`config.mk`:
```
export PLATFORM = sky130hd
export DESIGN_NAME = mux_nch_scan
export DESIGN_NICKNAME = d
export VERILOG_FILES = /design/src/rtl/mux_nch_scan.sv
export SDC_FILE = /design/constraint.sdc
export NUM_CORES = 1
export LEC_CHECK = 0
export CAP_MARGIN = 5
export CORE_AREA = 2 2 56 58
export DETAILED_ROUTE_END_ITERATION = 10
export DIE_AREA = 0 0 58 60
export PLACE_DENSITY_LB_ADDON = 0.1
export SLEW_MARGIN = 20
export SYNTH_ARGS = -nofsm -noshare
export SYNTH_HDL_FRONTEND = slang
export SYNTH_SLANG_ARGS = --single-unit
```
`constraint.sdc`:
```
create_clock -name clk -period 2.08 [get_ports clk]
set_input_delay 0.416 -clock clk [delete_from_list [all_inputs] [get_ports clk]]
set_output_delay 0.416 -clock clk [all_outputs]
set_load 0.005 [all_outputs]
```
`src/rtl/mux_nch_scan.sv`:
```
// N-channel WIDTH-bit registered multiplexer with MANUAL (latched select) and AUTO (round-robin scan) modes.
// Optional macro MUX_DWELL_EN: in AUTO, hold each channel DWELL cycles before advancing.
module mux_nch_scan #(
  parameter int N_CH  = 4,
  parameter int WIDTH = 8,
  parameter int SEL_W = $clog2(N_CH),
  parameter int DWELL = 4
) (
  input  logic                  clk,
  input  logic                  rst_n,
  input  logic [N_CH*WIDTH-1:0] din,
  input  logic [N_CH-1:0]       in_valid,
  input  logic                  mode,
  input  logic [SEL_W-1:0]      sel,
  input  logic                  load,
  output logic [WIDTH-1:0]      z,
  output logic                  z_valid,
  output logic [SEL_W-1:0]      cur_ch,
  output logic                  sel_err
);

  typedef enum logic {ST_MANUAL = 1'b0, ST_AUTO = 1'b1} state_t;

  localparam logic [SEL_W:0] N_CH_W = (SEL_W + 1)'(N_CH);

  if ((N_CH < 2) || (DWELL < 1)) begin : g_param_check
    $error("mux_nch_scan: N_CH must be >= 2 and DWELL >= 1");
  end

  logic [WIDTH-1:0] ch [N_CH];
  state_t           state_s;
  logic [SEL_W-1:0] sel_r, sel_s, next_ch_s;
  logic [SEL_W:0]   cand_s;
  logic             found_s, advance_s;
  logic [WIDTH-1:0] z_s;
  logic             z_valid_s, sel_err_s;

  for (genvar k = 0; k < N_CH; k++) begin : g_ch
    assign ch[k] = din[k*WIDTH +: WIDTH];
  end

  assign cur_ch = sel_r;

`ifdef MUX_DWELL_EN
  localparam int CNT_W = (DWELL > 1) ? $clog2(DWELL) : 1;
  localparam logic [CNT_W-1:0] DWELL_LAST = CNT_W'(DWELL - 1);

  state_t           state_r;
  logic [CNT_W-1:0] cnt_r, cnt_s;

  // state register: remembers the previous mode so AUTO entry can be detected
  always_ff @(posedge clk or negedge rst_n) begin
    if (!rst_n) begin
      state_r <= ST_MANUAL;
    end else begin
      state_r <= state_s;
    end
  end

  // dwell counter register
  always_ff @(posedge clk or negedge rst_n) begin
    if (!rst_n) begin
      cnt_r <= '0;
    end else begin
      cnt_r <= cnt_s;
    end
  end

  // dwell decision: stay while the held channel is valid and the dwell time has not run out
  always_comb begin
    if ((state_s == ST_AUTO) && (state_r == ST_AUTO) &&
        (cnt_r != DWELL_LAST) && in_valid[sel_r]) begin
      advance_s = 1'b0;
      cnt_s     = cnt_r + CNT_W'(1);
    end else begin
      advance_s = 1'b1;
      cnt_s     = '0;
    end
  end
`else
  assign advance_s = 1'b1;
`endif

  // next-state logic: state simply follows the mode input
  always_comb begin
    case (mode)
      1'b0:    state_s = ST_MANUAL;
      1'b1:    state_s = ST_AUTO;
      default: state_s = ST_MANUAL;
    endcase
  end

  // round-robin search; descending loop so the nearest valid channel after sel_r wins
  always_comb begin
    found_s   = 1'b0;
    next_ch_s = sel_r;
    cand_s    = '0;
    for (int k = N_CH; k >= 1; k--) begin
      cand_s    = {1'b0, sel_r} + (SEL_W + 1)'(k);
      cand_s    = (cand_s >= N_CH_W) ? (cand_s - N_CH_W) : cand_s;
      next_ch_s = in_valid[cand_s[SEL_W-1:0]] ? cand_s[SEL_W-1:0] : next_ch_s;
      found_s   = found_s | in_valid[cand_s[SEL_W-1:0]];
    end
  end

  // output/next-datapath logic for both modes
  always_comb begin
    sel_s     = sel_r;
    z_s       = ch[sel_r];
    z_valid_s = in_valid[sel_r];
    sel_err_s = 1'b0;
    case (state_s)
      ST_MANUAL: begin
        if (load) begin
          if ({1'b0, sel} < N_CH_W) begin
            sel_s = sel;
          end else begin
            sel_err_s = 1'b1;
          end
        end else begin
          sel_s = sel_r;
        end
      end
      ST_AUTO: begin
        if (!advance_s) begin
          sel_s = sel_r;
        end else if (found_s) begin
          sel_s     = next_ch_s;
          z_s       = ch[next_ch_s];
          z_valid_s = 1'b1;
        end else begin
          z_s       = z;
          z_valid_s = 1'b0;
        end
      end
      default: begin
        sel_s = sel_r;
      end
    endcase
  end

  // output and select registers
  always_ff @(posedge clk or negedge rst_n) begin
    if (!rst_n) begin
      sel_r   <= '0;
      z       <= '0;
      z_valid <= 1'b0;
      sel_err <= 1'b0;
    end else begin
      sel_r   <= sel_s;
      z       <= z_s;
      z_valid <= z_valid_s;
      sel_err <= sel_err_s;
    end
  end

endmodule

```
* Word level (Yosys, flattened, before mapping) *
Cells that the tools add are included.

cells by class
  add/sub/neg operators = 8
  $mul = 0
  div/mod/pow operators = 0
  order comparisons = 11
  equality and inequality tests = 2
  shifts and indexed selects = 0
  mux-type cells = 32
  bitwise logic cells = 7
  reduce and logical (&&, ||, !) cells = 1

operator list
  cell                                                                          number
  8-bit two-way mux                                                             6
  8-bit binary-select mux with 2-bit select                                     2
  2-bit two-way mux                                                             10
  3-bit greater-or-equal comparator, second input constant                      6
  2-bit by 3-bit less-than comparator with 1-bit output, second input constant  5
  1-bit binary-select mux with 2-bit select                                     5
  2-bit by 1-bit subtractor with 2-bit output, second input constant            4
  1-bit two-way mux                                                             7
  2-bit by 2-bit adder with 3-bit output, second input constant                 2
  2-bit NOT with 3-bit output                                                   2
  2-bit case mux with 2 select lines                                            1
  2-bit by 1-bit adder with 3-bit output, second input constant                 1
  2-bit by 3-bit adder with 3-bit output, second input constant                 1
  1-bit bitwise OR                                                              3
  2-bit by 1-bit inequality test with 1-bit output, second input constant       1
  2-bit inequality test, second input constant                                  1
  1-bit NOT                                                                     2
  1-bit case mux with 2 select lines                                            1
  2-bit AND reduction                                                           1

storage, ports and cells
  flip-flop bits (word level) = 11
  bits in latches = 0
  RAM bits = 0
  ROM bits = 0
  input port bits = 42
  logic and storage cells = 64
  memories = 0

* Depth between registers and ports, before layout *
  word-level depth = 15
  mapped depth = 8
  gate-level depth less buffers = 5

* Worst setup path after synthesis *
No wires, ideal clock.

  kind = register to register
  from = reg sel_r[1], in the netlist cur_ch[1]
  to = reg z[3]
  setup time = 124 ps
  arrival = 1,794 ps
  required time = 1,956 ps
  path slack = 162 ps
  stages on the path, launching flop included = 8
  buffers on the path = 2
  clock period less this slack = 1,918 ps
  cells stage by stage = dfrtp_1 buf_4 or2b_4 a21oi_1 or3_1 buf_4 mux2_2 a211o_1

on the way
  cells in the longest elaborated chain, start to end = 15

ends and longest elaborated chain
  element                                                                                           RTL line  text
  start, declared                                                                                   32        logic [SEL_W-1:0] sel_r, sel_s, next_ch_s;
  start signal, assigned                                                                            150       sel_r <= sel_s;
  2-bit by 3-bit adder with 3-bit output                                                            99        cand_s = {1'b0, sel_r} + (SEL_W + 1)'(k);
  3-bit greater-or-equal comparator or 2-bit by 1-bit subtractor with 2-bit output (tied branches)  100       cand_s = (cand_s >= N_CH_W) ? (cand_s - N_CH_W) : cand_s;
  2-bit two-way mux                                                                                 100
  1-bit binary-select mux with 2-bit select                                                         101, 102
  1-bit two-way mux (implied by the code)                                                           101, 102
  2-bit two-way mux (4 in a row)                                                                    101       next_ch_s = in_valid[cand_s[SEL_W-1:0]] ? cand_s[SEL_W-1:0] : next_ch_s;
  2-bit NOT with 3-bit output (implied by the code)                                                 129       z_s = ch[next_ch_s];
  8-bit binary-select mux with 2-bit select                                                         129
  8-bit two-way mux (implied by the code) (2 in a row)                                              129
  8-bit two-way mux                                                                                 127       end else if (found_s) begin
  8-bit two-way mux                                                                                 112       case (state_s)
  end signal, assigned                                                                              151       z <= z_s;
  end, declared                                                                                     16        output logic [WIDTH-1:0] z,

Parallel ways exist; a longest one is shown, timed or not. The select of a mux whose other input is x is not followed.
A chain may end at the register's enable or synchronous reset.

* Final worst setup path *
  from = in in_valid[2]
  to = reg z[2]

on the way
  cells in the longest elaborated chain, start to end = 12

ends and longest elaborated chain
  element                                               RTL line  text
  start, declared                                       12        input logic [N_CH-1:0] in_valid,
  1-bit binary-select mux with 2-bit select             101, 102
  1-bit two-way mux (implied by the code)               101, 102
  2-bit two-way mux (4 in a row)                        101
  2-bit NOT with 3-bit output (implied by the code)     129
  8-bit binary-select mux with 2-bit select             129
  8-bit two-way mux (implied by the code) (2 in a row)  129
  8-bit two-way mux                                     127
  8-bit two-way mux                                     112

Parallel ways exist; a longest one is shown, timed or not. The select of a mux whose other input is x is not followed.

==> results by group <==
Run status
  • Outcome: finished clean

Setup path
  • Launching element type of the critical path: input port
  • CP arrival: 2170 ps
  • Buffers and inverters on the worst path: 2
  • Cell type group with the largest total delay on the critical path: simple AND/OR/NAND/NOR gates
  • Critical path class: input port to flip-flop
  • Critical Path, Cell by Cell: clkdlybuf4s50_1 -> or4_4 -> and2_4 -> nor3b_4 -> buf_4 -> a31oi_1 -> o211ai_1
  • Critical path's largest stage delay: 490 ps
  • CP max-delay cell: clkdlybuf4s50_1
  • Crit path required time: approximately 2200 ps
  • Element type at the critical path end: flip-flop
  • Crit Path Max Fanout: 9

GRT
  • All-Layer GR Usage: roughly a fifth
  • Number of global-route vias before repair: approximately 1.2k
  • Pin count of the biggest net entering global routing: 16
  • Number of antenna violations at the first check in global routing: 0
  • Wire length of the first global-routing pass: roughly 5200 um
  • Global-route congestion overflow total: 0

Timing
  • Number of pins with negative max-slew slack in the final report: 0
  • Final setup vio count: 0
  • Number of failing hold endpoints at the final stage: 0
  • Time the final worst path needs with I/O delays and setup: 2010 ps
  • Worst-Margin Slew: 541 ps
  • Final setup TNS: 0 ps
  • Hold_ws: 486 ps
  • Unrepaired setup endpoints after global routing: no
  • Max-slew headroom: 63.8%
  • Clock tree skew after final layout: 4.85 ps
  • Fraction of the cycle the final worst path needs: 96.6%
  • Maximum clock frequency: 0.498 GHz

Clocking
  • Number of clock sinks: 11
  • CTS Root Buffer Type: clkbuf_4
  • Clock H-tree levels: 1
  • Count of hold buffers inserted by post-cts repair: 0
  • Insertion delay of the later-clocked pin in the worst-skew pair: 280 ps
  • TritonCTS Buffers: 3
  • Clock Tree Buf Depth: 2
  • CTS tree: yes
  • Clock slew at reported path FFs: 80 ps

Floorplan
  • Die footprint: ~3500 um^2
  • Ports placed on the boundary: 54
  • Initial Utilization: 35.9%
  • Core region area: 2900 um^2
  • Die Wd: 58 um
  • Die Y: 60 um
  • Row count: 20

Synth
  • Most frequently used flop master after synthesis: dfrtp_1
  • Share of synthesized registers carrying an async set or reset: between 90% and 100%
  • Share of the synthesized area in compound gates (AO/OA/AOI/OAI): between 20% and 30%
  • Avg Inst Size Synth: between 10 and 15 um^2
  • Main combinational cell family by area after synthesis: multiplexers
  • XOR/XNOR Fraction of Synth Area: 0%
  • Mux cell area share after synthesis: 25.1%
  • Post-synth EDFFs: 0
  • Area share of fa/ha/maj cells after synthesis: 0%
  • Net count after synthesis: between 100 and 150
  • Number of distinct library cells after synthesis: 38
  • Number of flip-flops and latches in the synthesized netlist: 11
  • Number of warnings issued by yosys: 0
  • Post-synthesis cell area: 1040 um^2
  • Synthesized-area fraction occupied by and/or/nand/nor cells: 16.2%
  • Gate Count Post-Synth: 100
  • Post-synthesis sequential area ratio: between 20% and 30%

Placement
  • Number of buffer cells added on primary ports: 52
  • Half-perimeter wire length after detailed placement: 2600 um
  • Weighted congestion at the end of routability-driven global placement: 0.803

Power and ir drop
  • Power per standard cell area: 682 nW/um^2
  • Cell Int Power: 0.791 mW
  • Combinational cell fraction of total power: 60.5%
  • Sw Pwr: 0.403 mW
  • Net Sw Frac: 33.8%
  • Clock network power share: around an eighth
  • VDD IR-drop max: 469 uV
  • Cell leakage power: 0.738 nW
  • Part of the total power dissipated in sequential elements: 26.7%

Drt
  • Post-DR wirelength/cell: approximately 16 um
  • Violation count after the first detailed-route iteration: 42
  • Antenna violation net count after detailed routing: 0
  • Remaining design rule violation count: 0
  • Detailed-router iteration count before antenna repair: 4
  • Via count: 1,154
  • Detail-routed via count per cell: about 5.7
  • Detailed-route wire length: 3270 um

Cells and area
  • Layout cells sized above 1: 25.7%
  • Antenna cells: 0
  • Nets: between 200 and 250
  • Final-layout fill cell count: 274
  • Area growth from synthesis to final layout: 67.9%

Job
  • Max_cap viols: 0

Min path
  • Worst min-delay path category: input port to async pin
==> cell type report <==
cell class | count | area [um^2] | area share, %
multi-input cells | 78 | 694 | 39.7
flip-flops and latches | 11 | 275 | 15.7
clock buffers | 3 | 22.5 | 1.29
clock inverters | 1 | 5.00 | 0.286
inverters | 3 | 11.3 | 0.643
repair buffers | 75 | 701 | 40.0
well taps | 33 | 41.3 | 2.36
==> power groups by stage <==
stage | clock network [mW] | registers (mW) | logic [mW]
4_1_cts | 0.158 | 0.318 | 0.712
3_3_place_gp | 0 | 0.322 | 0.700
6_report | 0.153 | 0.319 | 0.723
2_1_floorplan | 0 | 0.317 | 0.372
5_1_grt | 0.171 | 0.327 | 0.778
3_5_place_dp | 0 | 0.322 | 0.709
==> placed cells by master (no fill, tap or decap), types with 2 or more instances in the layout <==
cell             count
nand3_1              7
a31oi_1              8
o211ai_1             7
nor3_1               4
dlymetal6s2s_1       3
clkbuf_4             3
mux4_2               8
clkdlybuf4s50_1     49
mux2i_1              7
nor2b_1              2
dfrtp_1             11
a211oi_1             2
nand2b_1             2
buf_4               23
inv_1                2
a21oi_1              2
a22o_1               8
nand2_1              2
==> logic make-up after synthesis <==
group	count (synthesis)
AO/OA/AOI/OAI	35
buffers and inverters	11
AND/OR/NAND/NOR	26
multiplexers	16
other	1
flip-flops	11
==> Yosys cell counts (2+ instances only) <==
library cell / n / area (um^2)
dfrtp_1: 11 / 275
a22o_1: 8 / 70.1
a31oi_1: 8 / 50.1
mux4_2: 8 / 180
mux2i_1: 7 / 70.1
nand3_1: 7 / 35.0
o211ai_1: 7 / 52.6
buf_4: 4 / 30.0
nor3_1: 4 / 20.0
a211oi_1: 2 / 15.0
a21oi_1: 2 / 10.0
buf_6: 2 / 22.5
inv_1: 2 / 7.51
nand2_1: 2 / 7.51
nand2b_1: 2 / 12.5
nor2b_1: 2 / 12.5
==> layer usage <==
metal | vias to the layer above | share of wire [%] | global-route usage, %
met5 | - | 0 | 0
met4 | 0 | 1.3 | 7.64
met3 | 4 | 6.5 | 3.90
met2 | 44 | 49 | 33.8
met1 | 561 | 43 | 24.3
li1 | 545 | - | -
==> state kept, by name (all words and copies together) (netlist names) <==
name / cells
z: 8
cur_ch: 2
z_valid: 1
==> timing repair <==
item | in CTS | in global routing
resized for setup | 0 | 3
endpoints found under the setup margin | 0 | 8
buffers inserted | 0 | 3
==> stage by stage <==
step                cell area, um^2  power (mW)  utilization [%]  cells  worst slack (ps)
floorplan                      1040       0.689                -    100               162
global placement               1690        1.02             58.3    197              -232
detailed placement             1690        1.03             58.3    197              -289
CTS                            1720        1.19             59.3    201              16.2
global route                   1750        1.28             60.3    204              3.46
finish                         1750        1.19             60.3    204              70.5
==> path summary, 6_finish.rpt <==
kind                                  startpoint                     to  slack, ps  cells past startpoint
max                                  in_valid[2]       z[2]$_DFFE_PN0P_         70                      7
min                                        rst_n       z[4]$_DFFE_PN0P_        490                      1
max reg2reg                cur_ch[0]$_DFFE_PN0P_       z[3]$_DFFE_PN0P_        210                      4
min reg2reg                     z[6]$_DFFE_PN0P_       z[6]$_DFFE_PN0P_        640                      3
max in group asynchronous                  rst_n  cur_ch[1]$_DFFE_PN0P_       1230                      1
min in group clk                z[6]$_DFFE_PN0P_       z[6]$_DFFE_PN0P_        640                      3
(Power assumes the default switching activity.)
